[src/rtl/seg7_pkg.sv]
// Shared definitions for the multiplexed 7-segment display blocks:
// segment codes, scan states and the index-width helper.
package seg7_pkg;

    // Segment order is {a,b,c,d,e,f,g}, active-high.
    localparam logic [6:0] SEG_0     = 7'b1111110;
    localparam logic [6:0] SEG_1     = 7'b0110000;
    localparam logic [6:0] SEG_2     = 7'b1101101;
    localparam logic [6:0] SEG_3     = 7'b1111001;
    localparam logic [6:0] SEG_4     = 7'b0110011;
    localparam logic [6:0] SEG_5     = 7'b1011011;
    localparam logic [6:0] SEG_6     = 7'b1011111;
    localparam logic [6:0] SEG_7     = 7'b1110010;
    localparam logic [6:0] SEG_8     = 7'b1111111;
    localparam logic [6:0] SEG_9     = 7'b1111011;
    localparam logic [6:0] SEG_BLANK = 7'b0000000;

    typedef enum logic [1:0] {
        IDLE  = 2'd0,
        BLANK = 2'd1,
        SHOW  = 2'd2
    } state_t;

    // Width needed to count 0..n-1; a 1-bit field is kept even when n is 1.
    function automatic int unsigned idx_width(input int unsigned n);
        return (n <= 1) ? 1 : $clog2(n);
    endfunction

endpackage

[src/rtl/seg7.sv]
// Combinational BCD-to-7-segment decoder; non-decimal codes render dark.
module seg7
    import seg7_pkg::*;
(
    input  logic [3:0] bcd,
    output logic [6:0] seg
);

    always_comb begin
        case (bcd)
            4'd0:    seg = SEG_0;
            4'd1:    seg = SEG_1;
            4'd2:    seg = SEG_2;
            4'd3:    seg = SEG_3;
            4'd4:    seg = SEG_4;
            4'd5:    seg = SEG_5;
            4'd6:    seg = SEG_6;
            4'd7:    seg = SEG_7;
            4'd8:    seg = SEG_8;
            4'd9:    seg = SEG_9;
            default: seg = SEG_BLANK;
        endcase
    end

endmodule

[src/rtl/seg7_scan_ctrl.sv]
// Time-multiplexed scan controller for a DIGITS-wide 7-segment display with
// per-slot blanking, leading-zero suppression and frame-aligned value updates.
module seg7_scan_ctrl
    import seg7_pkg::*;
#(
    parameter int DIGITS       = 4,
    parameter int PRESCALE     = 50000,
    parameter int BLANK_CYCLES = 2
) (
    input  logic                  clk,
    input  logic                  rst,
    input  logic                  enable,
    input  logic                  load,
    input  logic [4*DIGITS-1:0]   value_in,
    input  logic                  lz_en,
    output logic [6:0]            seg,
    output logic [DIGITS-1:0]     an,
    output logic                  frame_start,
    output logic                  pending
);

    localparam int IW = idx_width(DIGITS);
    localparam int CW = idx_width(PRESCALE);

    state_t              state;
    state_t              nxt_state;
    logic [IW-1:0]       idx;
    logic [IW-1:0]       nxt_idx;
    logic [CW-1:0]       cnt;
    logic [CW-1:0]       nxt_cnt;
    logic                boundary;
    logic [4*DIGITS-1:0] shadow;
    logic [4*DIGITS-1:0] active;

    logic [3:0]          nib;
    logic                suppress;
    logic                zero_run;
    logic [6:0]          dec_seg;
    logic [6:0]          nxt_seg;
    logic [DIGITS-1:0]   nxt_an;

    // Next-state logic. Outputs are registered from the next-state values so
    // that state, seg, an and frame_start all move on the same edge.
    always_comb begin
        // NOTE: every variable gets a default before the case so no path leaves it unassigned (no latch).
        nxt_state = state;
        nxt_idx   = idx;
        nxt_cnt   = cnt;
        boundary  = 1'b0;
        if (!enable) begin
            nxt_state = IDLE;
            nxt_idx   = '0;
            nxt_cnt   = '0;
        end else begin
            case (state)
                IDLE: begin
                    nxt_state = BLANK;
                    nxt_idx   = '0;
                    nxt_cnt   = '0;
                    boundary  = 1'b1;
                end
                BLANK: begin
                    nxt_cnt = cnt + CW'(1);
                    if (cnt == CW'(BLANK_CYCLES - 1)) nxt_state = SHOW;
                end
                SHOW: begin
                    if (cnt == CW'(PRESCALE - 1)) begin
                        nxt_state = BLANK;
                        nxt_cnt   = '0;
                        nxt_idx   = (idx == IW'(DIGITS - 1)) ? '0 : idx + IW'(1);
                        boundary  = (nxt_idx == '0);
                    end else begin
                        nxt_cnt = cnt + CW'(1);
                    end
                end
                default: begin
                    nxt_state = IDLE;
                    nxt_idx   = '0;
                    nxt_cnt   = '0;
                end
            endcase
        end
    end

    // Pick the nibble for the upcoming digit; zero_run tracks whether every
    // nibble from the top down to the current position is zero.
    always_comb begin
        nib      = '0;
        suppress = 1'b0;
        zero_run = 1'b1;
        for (int i = DIGITS - 1; i >= 0; i--) begin
            zero_run = zero_run && (active[4*i +: 4] == 4'd0);
            if (nxt_idx == IW'(i)) begin
                nib      = active[4*i +: 4];
                suppress = lz_en && zero_run && (i != 0);
            end
        end
    end

    seg7 u_dec (
        .bcd (nib),
        .seg (dec_seg)
    );

    always_comb begin
        nxt_seg = SEG_BLANK;
        nxt_an  = '0;
        if (nxt_state == SHOW) begin
            nxt_an  = DIGITS'(1) << nxt_idx;
            nxt_seg = suppress ? SEG_BLANK : dec_seg;
        end
    end

    always_ff @(posedge clk) begin
        // NOTE: sequential state uses non-blocking assignments so every register samples pre-edge values.
        if (rst) begin
            state       <= IDLE;
            idx         <= '0;
            cnt         <= '0;
            shadow      <= '0;
            active      <= '0;
            pending     <= 1'b0;
            seg         <= SEG_BLANK;
            an          <= '0;
            frame_start <= 1'b0;
        end else begin
            state       <= nxt_state;
            idx         <= nxt_idx;
            cnt         <= nxt_cnt;
            seg         <= nxt_seg;
            an          <= nxt_an;
            frame_start <= boundary;

            // Commit uses the pre-edge shadow, so a coincident load stays pending.
            if (boundary && pending) active <= shadow;
            if (load) begin
                shadow  <= value_in;
                pending <= 1'b1;
            end else if (boundary) begin
                pending <= 1'b0;
            end
        end
    end

endmodule

[config.mk]
export PLATFORM = sky130hd
export DESIGN_NAME = seg7_scan_ctrl
export DESIGN_NICKNAME = d
export VERILOG_FILES = /design/src/rtl/seg7_pkg.sv /design/src/rtl/seg7.sv /design/src/rtl/seg7_scan_ctrl.sv
export SDC_FILE = /design/constraint.sdc
export NUM_CORES = 1
export LEC_CHECK = 0
export ABC_AREA = 1
export BUFFER_PORTS_ARGS = -buffer_cell sky130_fd_sc_hd__buf_2
export CAP_MARGIN = 20
export CELL_PAD_IN_SITES_DETAIL_PLACEMENT = 1
export CELL_PAD_IN_SITES_GLOBAL_PLACEMENT = 1
export CORE_ASPECT_RATIO = 0.7
export CORE_MARGIN = 1.5
export CORE_UTILIZATION = 46
export CTS_CLUSTER_DIAMETER = 80
export DETAILED_ROUTE_END_ITERATION = 8
export PLACE_DENSITY_LB_ADDON = 0.1
export SYNTH_ARGS = -nofsm -noshare
export SYNTH_HDL_FRONTEND = slang
export SYNTH_HIERARCHICAL = 1
export SYNTH_SLANG_ARGS = --single-unit
[constraint.sdc]
create_clock -name clk -period 6.04 [get_ports clk]
set_input_delay 1.208 -clock clk [delete_from_list [all_inputs] [get_ports clk]]
set_output_delay 1.208 -clock clk [all_outputs]
set_load 0.1 [all_outputs]
==> summary.txt <==
Status: finished, final reports clean
Worst VDD drop: 0.0001231 V
TritonCTS Buffers: 9
Ys flop type: dfxtp_1
Top cells by area, synth: dfxtp_1, nand2_1, inv_1, ha_1, a21oi_1
Num rows: 25
Rel. slew slack: 48.23%
Vias per inst: 5.063
Share of the synthesized area in the top cell type: 40.37%
Nets: 491
Clock latency at the later pin of the worst-skew pair: 350 ps
RSZ-0062 raised after global routing: false
MaxCap Viol Count: 0
Vias in the first global route: 2691
CTS root buf: clkbuf_8
Synth area leader: dfxtp_1
Synthesized instance count: 424
Initial core utilization: 47.70%
Hpwl dp: 6011 um
Fmax: 346.3 MHz
P_leak: 1.539 nW
Hold-fix buffers, CTS: 0
Total GRT Usage: 23.40%
Post-synth top cells: nand2_1, dfxtp_1, inv_1
CTS Buffer Depth: 2
Final min period: 2887 ps
Drt pass-1 iters: 5
Syn nets: 459
Worst Setup End Kind: flop
Die X: 103.0 um
H-Tree Depth: 3
Sinks on Clock Net: 65
Final GP Congestion: 0.8414
Sw Ratio: 26.11%
Slew Limit Fails: 0
Boundary Pins: 34
Hold Fails Final Rpt: 0
Max FO, Critical Path: 12
Post-CTS setup buffer count: 0
Layout area overhead: 12.42%
Flop pwr share: 52.7%
Placeable Area: 0.006756 mm2
Critical Path AT: 3140 ps
Post-synth EDFFs: 0
Worst R2R Setup Slack: 3150 ps
Clock power share: 40.1%
Slew @ Worst Pin: 776.6 ps
DRC errors left: 0
Yosys warns: 6
Flops & latches, synth: 65
Worst r2r src: cnt[0]$_SDFF_PP0_
Syn Area/Cell: 7.602 um2
Avg WL per Cell: 14.35 um
Switching power: 0.2219 mW
Most frequent cell after synthesis: nand2_1
WP data required: 6300 ps
Die H: 73.04 um
Worst hold slack: 469.2 ps
Setup TNS Final: 0 ps
TritonCTS clock tree: built
Initial antenna violation count: 0
ANT cells: 0
Iteration-0 DRC count of the detailed router: 88
Total wire length: 7951 um
Cell variety after synth: 34
Post-synthesis sequential area ratio: 40.37%
Reg2reg end: seg[3]$_SDFF_PP0_
Part of the power in combinational logic: 7.2%
Layout cells sized above 1: 22.39%
Final setup viols: 0
Largest net degree at the start of global routing: 38
First-pass GRT wire length: 13200 um
# resized after CTS: 0
Power Density: 234.5 mW/mm2
Port Buffer Count: 33
Grt total ovfl: 0
CTS clk-pin slew, worst paths: 70 ps
Worst hold path class: flop to flop
Ys async rst share: 0%
Internal Power: 0.6280 mW
Fillers: 895
Endpoint, Worst Hold: shadow[12]$_SDFFE_PP0P_
Post-DRT Antenna Nets: 0
Register area: 0.001301 mm2
Mapped cell area: 0.003223 mm2
Total die area: 0.007526 mm2
Vias: 2805
Fin crit share: 47.81%
Min-delay src: shadow[12]$_SDFFE_PP0P_
WS Path Type: flop to flop
Multi-input gate area: 0.001645 mm2
Reg2Reg Depth: 19
Worst-case clock skew: 7.247 ps
Startpoint Class: flop
Hold path depth: 2
==> cells in the final DEF (no fill, tap or decap) <==
cell type / instances
nand2_1: 95
dfxtp_1: 65
inv_1: 49
nor2_1: 39
buf_2: 33
a21oi_1: 31
nand3_1: 22
nand4_1: 18
ha_1: 14
nor2_2: 12
nor3_1: 11
clkbuf_8: 11
a211oi_2: 9
inv_2: 7
nand2_2: 7
nand3_2: 4
nand2_4: 4
nor3_2: 4
o21ai_0: 4
nor2_4: 3
xor2_1: 2
nand3_4: 2
clkinvlp_4: 2
or2_2: 1
a21oi_2: 1
o21ai_1: 1
o21bai_1: 1
nor3b_1: 1
a221oi_1: 1
xnor2_1: 1
clkinv_1: 1
nand4_2: 1
nor4_1: 1
clkinv_4: 1
clkinv_2: 1
==> cell families (layout without fill, tap and decap cells) <==
family	Yosys count	count (layout)	synth area share (%)
and+or+nand+nor	225	225	34.94
buffers and inverters	69	105	8.579
DFF	65	65	40.37
AOI/OAI and AO/OA	48	48	9.860
adders and majority gates	14	14	5.435
xor gates and xnor gates	3	3	0.8154
==> layer usage <==
metal | vias to the layer above | routed length [um] | global-route usage (%)
met1 | 1314 | 4150 | 34.67
li1 | 1435 | - | -
met4 | 0 | 97 | 6.006
met3 | 10 | 415 | 6.992
met5 | - | 0 | 0
met2 | 46 | 3287 | 32.89
==> registers in the layout, summed over array words and instances (netlist names) <==
signal / flops
active: 16
an: 4
cnt: 16
frame_start: 1
idx: 2
pending: 1
seg: 7
shadow: 16
state: 2
==> critical path: stages, from the launching register on <==
cell and delay, ps:
dfxtp_1 380, ha_1 220, nand3_2 200, nor2_1 220
nand2_1 80, nand2_1 80, nand3_2 80, nand2_4 120
nand2_2 170, nor2_2 190, nand2_1 70, nand4_1 170
inv_1 130, ha_1 300, nand2_1 80, nand2_1 60
nand2_1 60, nand2_1 50, inv_1 70, nor2_2 40
==> per-stage QoR <==
| stage | instance area [um2] | util, % | setup WS, ps | power, mW | std cells |
|---|---|---|---|---|---|
| floorplan | 3223 | - | 3309 | 0.5014 | 424 |
| finish | 3623 | 53.63 | 3153 | 0.8499 | 554 |
| detailed placement | 3443 | 50.96 | 2859 | 0.5192 | 539 |
| global route | 3623 | 53.63 | 2795 | 0.8845 | 554 |
| global placement | 3443 | 50.96 | 3013 | 0.5169 | 539 |
| CTS | 3623 | 53.63 | 3105 | 0.8599 | 554 |
==> how the worst max path moves through the flow <==
stage,depth (start not counted),from,end,slack (ps)
floorplan,14,enable,seg[3]$_SDFF_PP0_,3310
global placement,15,enable,seg[3]$_SDFF_PP0_,3010
detailed placement,15,enable,seg[3]$_SDFF_PP0_,2860
CTS,19,cnt[0]$_SDFF_PP0_,seg[3]$_SDFF_PP0_,3110
global route,19,cnt[0]$_SDFF_PP0_,seg[3]$_SDFF_PP0_,2800
finish,19,cnt[0]$_SDFF_PP0_,seg[3]$_SDFF_PP0_,3150
==> power by group through the flow <==
stage / registers (mW) / logic (mW) / clock network (mW)
final: 0.448 / 0.0614 / 0.341
after global routing: 0.449 / 0.0688 / 0.367
after CTS: 0.448 / 0.0621 / 0.350
after detailed placement: 0.457 / 0.0617 / 0
after global placement: 0.457 / 0.0599 / 0
after floorplan: 0.460 / 0.0415 / 0
==> cell type report <==
class,count,share of cell area (%)
Sequential cell,65,35.91
Tap cell,94,3.246
Inverter,57,5.905
Clock inverter,4,0.7942
Multi-Input combinational cell,290,45.41
Clock buffer,11,4.178
Timing Repair Buffer,33,4.558
(Power assumes the default switching activity.)
